`config.mk`:
```
export PLATFORM = sky130hd
export DESIGN_NAME = entrada_operandos
export DESIGN_NICKNAME = d
export VERILOG_FILES = /design/src/rtl/entrada_operandos.sv
export SDC_FILE = /design/constraint.sdc
export NUM_CORES = 1
export LEC_CHECK = 0
export BUFFER_PORTS_ARGS = -buffer_cell sky130_fd_sc_hd__clkbuf_2
export CORE_AREA = 4 4 71 73
export CTS_CLUSTER_SIZE = 12
export DETAILED_ROUTE_END_ITERATION = 12
export DIE_AREA = 0 0 75 77
export PLACE_DENSITY = 0.51
export SETUP_SLACK_MARGIN = 0.15
export SYNTH_ARGS = -nofsm -noshare
export SYNTH_HDL_FRONTEND = slang
export SYNTH_SLANG_ARGS = --single-unit
```
`constraint.sdc`:
```
create_clock -name clk -period 2.3 [get_ports clk]
set_input_delay 0 -clock clk [delete_from_list [all_inputs] [get_ports clk]]
set_output_delay 0 -clock clk [all_outputs]
set_load 0.02 [all_outputs]
```
`src/rtl/entrada_operandos.sv`:
```
// entrada_operandos: debounced keypad sequencer for "digit + digit =".
// It drives operands A/B and the agora enable of the BCD adder.
module entrada_operandos #(
  parameter int DEBOUNCE = 4
) (
  input  logic       clk,
  input  logic       rst_n,
  input  logic       tecla_press,
  input  logic [3:0] tecla_cod,
  output logic [3:0] A,
  output logic [3:0] B,
  output logic       agora,
  output logic [2:0] estado,
  output logic       erro
);
  typedef enum logic [2:0] {
    ESP_A     = 3'd0,
    ESP_OP    = 3'd1,
    ESP_B     = 3'd2,
    ESP_IGUAL = 3'd3,
    MOSTRA    = 3'd4
  } estado_t;

  logic       sync1_q, press_s_q;
  logic [3:0] cod_s_q, cod_prev_q;
  logic [3:0] cnt_q, cnt_d;
  logic       disparado_q, disparado_d;
  logic       aceita;
  estado_t    st_q, st_d;
  logic [3:0] a_q, a_d, b_q, b_d;
  logic       erro_q, erro_d, agora_q, agora_d;

  // The counter saturates so a very long hold can never wrap back onto DEBOUNCE.
  always_comb begin
    cnt_d       = (press_s_q && cod_s_q == cod_prev_q) ? ((cnt_q == 4'hF) ? cnt_q : cnt_q + 4'd1) : 4'd0;
    aceita      = press_s_q && cnt_q == 4'(DEBOUNCE) && !disparado_q;
    disparado_d = press_s_q && (disparado_q || aceita);
  end

  always_comb begin
    st_d   = st_q;
    a_d    = a_q;
    b_d    = b_q;
    erro_d = erro_q;
    if (aceita) begin
      if (cod_s_q <= 4'd9) begin
        erro_d = 1'b0;
        case (st_q)
          ESP_A, ESP_OP: begin
            a_d  = cod_s_q;
            st_d = ESP_OP;
          end
          ESP_B, ESP_IGUAL: begin
            b_d  = cod_s_q;
            st_d = ESP_IGUAL;
          end
          MOSTRA: begin
            a_d  = cod_s_q;
            b_d  = 4'd0;
            st_d = ESP_OP;
          end
          default: st_d = ESP_A;
        endcase
      end else if (cod_s_q == 4'hA) begin
        st_d   = (st_q == ESP_OP) ? ESP_B : st_q;
        erro_d = st_q != ESP_OP;
      end else if (cod_s_q == 4'hB) begin
        st_d   = (st_q == ESP_IGUAL) ? MOSTRA : st_q;
        erro_d = st_q != ESP_IGUAL;
      end else if (cod_s_q == 4'hC) begin
        st_d   = ESP_A;
        a_d    = 4'd0;
        b_d    = 4'd0;
        erro_d = 1'b0;
      end
    end
    agora_d = st_d == MOSTRA;
  end

  always_ff @(posedge clk or negedge rst_n) begin
    if (!rst_n) begin
      sync1_q     <= 1'b0;
      press_s_q   <= 1'b0;
      cod_s_q     <= 4'd0;
      cod_prev_q  <= 4'd0;
      cnt_q       <= 4'd0;
      disparado_q <= 1'b0;
      st_q        <= ESP_A;
      a_q         <= 4'd0;
      b_q         <= 4'd0;
      erro_q      <= 1'b0;
      agora_q     <= 1'b0;
    end else begin
      sync1_q     <= tecla_press;
      press_s_q   <= sync1_q;
      cod_s_q     <= tecla_cod;
      cod_prev_q  <= cod_s_q;
      cnt_q       <= cnt_d;
      disparado_q <= disparado_d;
      st_q        <= st_d;
      a_q         <= a_d;
      b_q         <= b_d;
      erro_q      <= erro_d;
      agora_q     <= agora_d;
    end
  end

  assign A      = a_q;
  assign B      = b_q;
  assign agora  = agora_q;
  assign estado = st_q;
  assign erro   = erro_q;
endmodule

```
* Word level (Yosys, flattened, before mapping)
Cells that the tools add are included.
** Storage, ports and cells
- Register bits after elaboration :: 28
- Logic and storage cells :: 66
- Output and inout bits :: 13
- Input port bits :: 7
** Cells by class
- Add/sub/neg operators :: 1
- Equal/unequal tests :: 18
- Magnitude comparators :: 1
- Reductions and logical operators :: 14
- Multiplexer cells :: 21
** Operators with widths (count)
- 4-bit two-way mux :: 8
- 3-bit two-way mux :: 7
- 4-bit == test, second input constant :: 4
- 5-bit AND reduction :: 2
- 2-bit inequality test, second input constant :: 4
- 4-bit one-hot mux with 2 select lines :: 1
- 3-bit by 2-bit == test with 1-bit output, second input constant :: 2
- 3-bit == test, second input constant :: 2
- 3-bit by 1-bit inequality test with 1-bit output, second input constant :: 2
- 4-bit by 1-bit adder with 4-bit output, second input constant :: 1
- 4-bit by 3-bit == test with 1-bit output, second input constant :: 1
- 4-bit == test :: 1
- 4-bit <= comparator, second input constant :: 1
- 1-bit logical AND :: 4
- 1-bit two-way mux :: 4
- 2-bit one-hot mux with 2 select lines :: 1
- 4-bit nonzero test :: 1
- 3-bit by 1-bit == test with 1-bit output, second input constant :: 1
- 3-bit zero test :: 1
- 3-bit by 2-bit inequality test with 1-bit output, second input constant :: 1
- 3-bit OR reduction :: 1
- 2-bit AND reduction :: 1
- 2-bit nonzero test :: 1
- 2-bit OR reduction :: 1
- other kinds (2) :: 2

* Logic depth before layout (Yosys ltp)
Gate-level depths: netlist of run 1.
- Word-level depth :: 7
- Gate-level depth with buffers :: 8
- Depth with buffers taken out :: 7

* Least setup slack after synthesis of run 1
No wires, ideal clock.
- Path type :: register to register
- Start point :: register cnt_q[0]
- End point :: register a_q[1], in the netlist A[1]
- Data required time :: 2175 ps
- Path buffers :: 1
- Slack :: 577 ps
- Clock period less this slack :: 1723 ps
- Library setup time :: 125 ps
- Cell stages (with the launch flop) :: 9
- Arrival :: 1598 ps
- Cell sequence :: dfrtp_1 -> inv_1 -> ha_1 -> and3b_1 -> and3b_1 -> buf_6 -> nand2_4 -> a21oi_4 -> mux2_4
** On the way
- Word-level cells in the longest chain between the ends :: 4
** Ends and longest elaborated chain
- start: declaration :: RTL line 26 : logic [3:0] cnt_q, cnt_d;
- start signal: assignment :: RTL line 98 : cnt_q <= cnt_d;
- 4-bit by 3-bit == test with 1-bit output :: RTL line 36 : aceita = press_s_q && cnt_q == 4'(DEBOUNCE) && !disparado_q;
- 1-bit logical AND (2 in series) :: RTL line 36
- 5-bit AND reduction (no source line)
- end signal: assignment :: RTL line 89 : a_q <= 4'd0;
- end signal: assignment :: RTL line 101 : a_q <= a_d;
- end: declaration :: RTL line 30 : logic [3:0] a_q, a_d, b_q, b_d;
No other way between the ends.
A chain may end at the register's enable or synchronous reset.

* Worst setup path in the final report of run 1
- Start point :: register cnt_q[0]
- End point :: register a_q[2], in the netlist A[2]
Same word-level chain as after synthesis.

==> impl_results.md, run 1 <==
* Initial Utilization at 29.6%
* Die H at 77 um
* Syn Inst Count at 114
* Clock sinks at 28
* Inserted Diodes at 0
* Reg2Reg Launch Point: cnt_q[0]
* Max_cap viols at 0
* Most frequent CP cell: and3b_1
* Via count at 910
* Largest net degree at the start of global routing at 29
* Layout Cells excl Fill at 190
* Die width at 75 um
* Area Overhead vs Synth at 20.4%
* Critical path endpoint category: register
* FILL cells at 412
* CTS clk-pin slew, worst paths at 0.09 ns
* Total negative slack at 0 ns
* Power density cells at 612 mW/mm2
* Worst hold slack at 0.282 ns
* Worst Setup SP: cnt_q[0]
* Worst path buffer plus inverter count at 1
* Core ar. at 0.00435 mm2
* Worst-path fanout max at 8
* Minimum clock period at 1.97 ns
* Final Max Tran Viols at 0
* Gpl congestion at 0.900
* H-tree depth at 1
* Peak supply drop at 0.000431 V
* Antenna Nets Post-Route at 0
* WL per Instance at 13.3 um
* Final wirelength at 2.52 mm
* Fmax at 506 MHz
* TritonCTS clock tree: built
* Arr. time, crit path at 2.14 ns
* Async SR Flop Fraction at 100%
* EDFF count, synth at 0
* Design Power at 0.000949 W
* CTS buffer count at 3
* I/O pin total at 20
* Initial antenna violation count at 0
* WP data required at 2.47 ns
* Share of cells above drive strength 1 at 23.9%
* Synthesis-stage register bit count at 28
* Worst setup SP type: register
* Dpl hpwl at 1.79 mm
* Leakage at 0.718 nW
* Worst skew pair latency at 0.27 ns
* DR pass1 iterations at 4
* CP peak stage delay at 0.44 ns
* RSZ-0062 raised after global routing: no
* Placed insts at 180
* CP top delay family: simple AND/OR/NAND/NOR gates
* Root Buffer: clkbuf_8
* Commonest cells in the netlist: dfrtp_1 (28), nand2_1 (8), nand3_1 (7), nor2_1 (7)
* Synth warn at 0
* Nets@finish at 148
* Fin crit share at 85.8%
* Slowest-stage cell, CP: dfrtp_1
* Mapped Avg Cell Area at 11.3 um2
* Reg area at 701 um2
* Status: finished clean
* Crit Path Category: register to register
* Sequential fraction of the synthesis area at 54.4%
* First-pass GRT wire length at 4.54 mm
* Worst hold path class: input pin to async pin
* Drc violations at 0
* Vias/cell at 4.79
* Pre-CTS setup slack at 0.334 ns
* Overflow after GRT at 0
* Hold Vio Cnt, Final at 0
* Worst Setup Slack, final at 0.326 ns
* Port bufs at 19
* Vias in the first global route at 955
* Row Count at 24
* Post-synth top area cell: dfrtp_1
* Top-count cell post-synth: dfrtp_1
* Syn Nets at 123
* Iter 0 DRT Violations at 71
* Die area at 0.00578 mm2
* Critical path cell sequence: inv_1, ha_1, and3b_1, and3b_1, nand2_4, a21oi_4, mux2_4
* Area share of the largest cell type after synthesis at 54.4%
* GRT Total Usage at 9.91%
* Slew @ Worst Pin at 0.669 ns
* Post-synth cell types at 38
* Main synth FF type: dfrtp_1
* Worst Clk Skew at 0.00224 ns
* Max-slew headroom at 55.4%
* # resized after CTS at 0
* Endpoints failing setup at 0
* Area of the multi-input gates at 539 um2
* Max Buffers Root-to-Sink at 2
* Synth area leaders: dfrtp_1 (54%), mux2i_1 (3.1%), a22o_1 (2.7%)
* Mapped Area at 0.00129 mm2
routing by layer:
layer	vias to the layer above	wire length, um	GRT usage (%)
met1	435	1160	13.5
li1	442	-	-
met4	0	23	2.67
met2	31	1190	15.2
met5	-	0	0
met3	2	152	2.75
registers in the layout (all words and copies together) (netlist names):
signal and cells:
A 4, B 4, cnt_q 4, cod_prev_q 4, cod_s_q 4, estado 3, agora 1, disparado_q 1
erro 1, press_s_q 1, sync1_q 1
through the flow:
stage / util, % / cell area [um2]
floorplan: - / 1290
global placement: 32.6 / 1420
detailed placement: 32.6 / 1420
CTS: 35.6 / 1550
global route: 35.6 / 1550
finish: 35.6 / 1550
report_power, final:
group / leakage (nW) / internal [W] / switching (W) / total, W
clock: 0.0357 / 0.000233 / 0.000151 / 0.000384
combinational: 0.314 / 0.0000227 / 0.0000255 / 0.0000482
sequential: 0.368 / 0.000501 / 0.0000157 / 0.000517
placed cells by master (no fill, tap or decap), types with 2 or more instances in the layout:
master,instances
xor2_1,3
nand3_1,7
nor2_1,7
mux2_4,2
dlygate4sd3_1,6
nand2_1,8
mux2i_1,4
a21oi_1,5
o21ai_0,2
nand2b_1,2
nor3_1,3
a31o_1,2
clkbuf_2,19
dfrtp_1,28
a22o_1,4
inv_1,5
a21o_2,2
xnor2_1,3
ha_1,2
and3b_1,2
nor2b_1,2
clkbuf_8,3
final timing paths:
check,to,cells past startpoint,slack (ns)
setup / recovery,A[2],7,0.33
hold / removal,A[3],2,0.28
setup reg to reg,A[2],7,0.33
hold reg to reg,press_s_q,0,0.36
max in group asynchronous,estado[0],2,1.58
min in group clk,press_s_q,0,0.36
worst register-to-register path: stages, from the launching register on:
cell and delay (ns):
dfrtp_1 0.44, inv_1 0.08, ha_1 0.15, and3b_1 0.17, and3b_1 0.37, nand2_4 0.13
a21oi_4 0.21, mux2_4 0.32
cell type report:
| class | instances | share of cell area (%) |
|---|---|---|
| clock buffer | 3 | 2.66 |
| sequential | 28 | 45.2 |
| multi-input combinational | 76 | 34.8 |
| clock inverter | 1 | 1.94 |
| tap | 52 | 4.20 |
| timing repair buffer | 25 | 10.0 |
| inverter | 5 | 1.21 |
logic make-up (layout without fill, tap and decap cells):
logic type,after synthesis,count (layout),synth area share (%)
multiplexers,6,6,5.44
buffers and inverters,10,34,3.69
flip-flops,28,28,54.4
adder cells (fa/ha/maj),2,2,1.94
AND/OR/NAND/NOR,38,38,16.3
XOR/XNOR,6,6,4.08
AO/OA/AOI/OAI,24,24,14.1
repair_timing:
item	CTS	global route
hold endpoints to repair	33	0
hold buffers	6	0
setup buffers	0	0
Power figures use the tool's default switching activity.
==> run 2, diff against run 1 <==
CAP_MARGIN = 20   (was unset)
CTS_BUF_LIST = sky130_fd_sc_hd__clkbuf_16   (was unset)
==> run 2 against run 1 <==
Effect of this change:
- via count is the same
- final area grew 2.2%
- global-route usage shrank 0.053 points
- worst hold slack gained 0.023 ns
- routed wire length shrank 2.2%
- sequential cell count is the same
- core utilization grew 0.78 points
- clock skew grew 0.0015 ns
- sequential power is essentially flat
- count of clock-buffer cells in the layout is the same
==> impl_results.md, run 2 (synthesis results as in run 1) <==
* H-tree depth at 1 (unchanged)
* Final instance area at 0.00158 mm2 (+2.2%)
* FILL cells at 408 (-0.97%)
* Minimum clock period at 1.98 ns (+0.00205 ns)
* Drc violations at 0 (unchanged)
* Port bufs at 19 (unchanged)
* Met1 WL at 1.13 mm (-2.4%)
* Worst hold path class: input pin to async pin
* Area of the multi-input gates at 539 um2 (unchanged)
* Iter 0 DRT Violations at 67 (-5.6%)
* CTS clk-pin slew, worst paths at 0.07 ns (-0.02 ns)
* Die area at 0.00578 mm2 (unchanged)
* Fmax at 506 MHz (-0.10%)
* Met3 Routed Length at 139 um (-8.6%)
* CTS hold repair buffers at 6 (unchanged)
* Power density cells at 673 mW/mm2 (+10%)
* Reg area at 701 um2 (unchanged)
* GRT Total Usage at 9.86% (-0.053 points)
* Via count at 910 (unchanged)
* Final Max Tran Viols at 0 (unchanged)
* Peak supply drop at 0.000439 V (+1.9%)
* Nets@finish at 148 (unchanged)
* Final wirelength at 2.47 mm (-2.2%)
* Root Buffer: clkbuf_16
* Final Util at 36.4% (+0.78 points)
* Arr. time, crit path at 2.12 ns (-0.02 ns)
* Worst-path fanout max at 8 (unchanged)
* Post-Place Cell Area at 0.00142 mm2 (unchanged)
* Leakage at 0.733 nW (+2.1%)
* Design Power at 0.00107 W (+12%)
* Die width at 75 um (unchanged)
* Critical path endpoint category: register
* Largest net degree at the start of global routing at 29 (unchanged)
* Total negative slack at 0 ns (unchanged)
* Gpl congestion at 0.900 (unchanged)
* Max-slew headroom at 55.8% (+0.39 points)
* Share of cells above drive strength 1 at 23.9% (unchanged)
* WL per Instance at 13.0 um (-2.2%)
* Antenna Nets Post-Route at 0 (unchanged)
* Setup bufs post-CTS at 0 (unchanged)
* Area Overhead vs Synth at 23.0%
* CTS buffer count at 3 (unchanged)
* Status: finished clean
* First-pass GRT wire length at 4.48 mm (-1.4%)
* Vias/cell at 4.79 (unchanged)
* I/O pin total at 20 (unchanged)
* Row Count at 24 (unchanged)
* Endpoints failing setup at 0 (unchanged)
* Most frequent cells in the layout: dfrtp_1 (28), clkbuf_2 (19), nand2_1 (8)
* Clock sinks at 28 (unchanged)
* Initial Utilization at 29.6% (unchanged)
* Core ar. at 0.00435 mm2 (unchanged)
* Worst skew pair latency at 0.26 ns (about the same)
* Crit Path Category: register to register
* RSZ-0062 raised after global routing: no
* Worst setup SP type: register
* Fin crit share at 85.9% (+0.089 points)
* Vias in the first global route at 956 (+0.10%)
* WL met2 at 1.17 mm (-1.9%)
* # resized after CTS at 0 (unchanged)
* Commonest non-fill, non-tap cell in the layout: dfrtp_1
* Inserted Diodes at 0 (unchanged)
* WP data required at 2.44 ns (-0.03 ns)
* Max_cap viols at 0 (unchanged)
* Slew @ Worst Pin at 0.663 ns (-0.00580 ns)
* Dpl hpwl at 1.79 mm (unchanged)
* Initial antenna violation count at 0 (unchanged)
* DR top layer: met4
* TritonCTS clock tree: built
* Hold Vio Cnt, Final at 0 (unchanged)
* Worst Clk Skew at 0.00376 ns (+0.00152 ns)
* Max Buffers Root-to-Sink at 2 (unchanged)
* Overflow after GRT at 0 (unchanged)
* Die H at 77 um (unchanged)
* DR pass1 iterations at 4 (unchanged)
## run 2: cell counts in the layout (fill, tap and decap cells not counted)
No cell type changed its count.
## run 2: final timing paths
check                           cells after the start  slack (ns)  startpoint   endpoint
worst max register to register                      7        0.32    cnt_q[0]       A[2]
min in group clk                                    0        0.35     sync1_q  press_s_q
worst min-delay path                                2        0.30       rst_n       A[3]
max in group asynchronous                           2        1.56       rst_n  estado[0]
worst max-delay path                                7        0.32    cnt_q[0]       A[2]
worst min register to register                      0        0.35     sync1_q  press_s_q
## run 2: power breakdown
| part | total, W | internal (W) | switching (W) |
|---|---|---|---|
| Sequential | 0.000517 | 0.000502 | 0.0000155 |
| Combinational | 0.0000481 | 0.0000227 | 0.0000254 |
| Clock | 0.000501 | 0.000346 | 0.000155 |
## run 2: layout make-up
type,count,share of cell area (%)
Inverter,5,1.18
Sequential cell,28,44.2
Clock buffer,3,4.74
Clock inverter,1,1.90
Timing Repair Buffer,25,9.79
Tap cell,52,4.11
Multi-Input combinational cell,76,34.0
## run 2: metrics by stage
step                      setup WS, ns  hold WS [ns]  std cells
after floorplan                  0.577        -0.296        114
after global placement           0.401        0.0698        180
after detailed placement         0.334        0.0810        180
after CTS                        0.316         0.333        190
after global routing             0.186         0.372        190
final                            0.323         0.305        190
## run 2: critical path, stage by stage, from the launching register on
cell,delay [ns]
dfrtp_1,0.43
inv_1,0.08
ha_1,0.15
and3b_1,0.17
and3b_1,0.37
nand2_4,0.13
a21oi_4,0.21
mux2_4,0.32
## run 2: routing by layer
metal  up-vias  GRT usage (%)
met2        33           14.7
met4         0           3.20
li1        442              -
met3         2           2.75
met1       433           13.6
met5         -              0
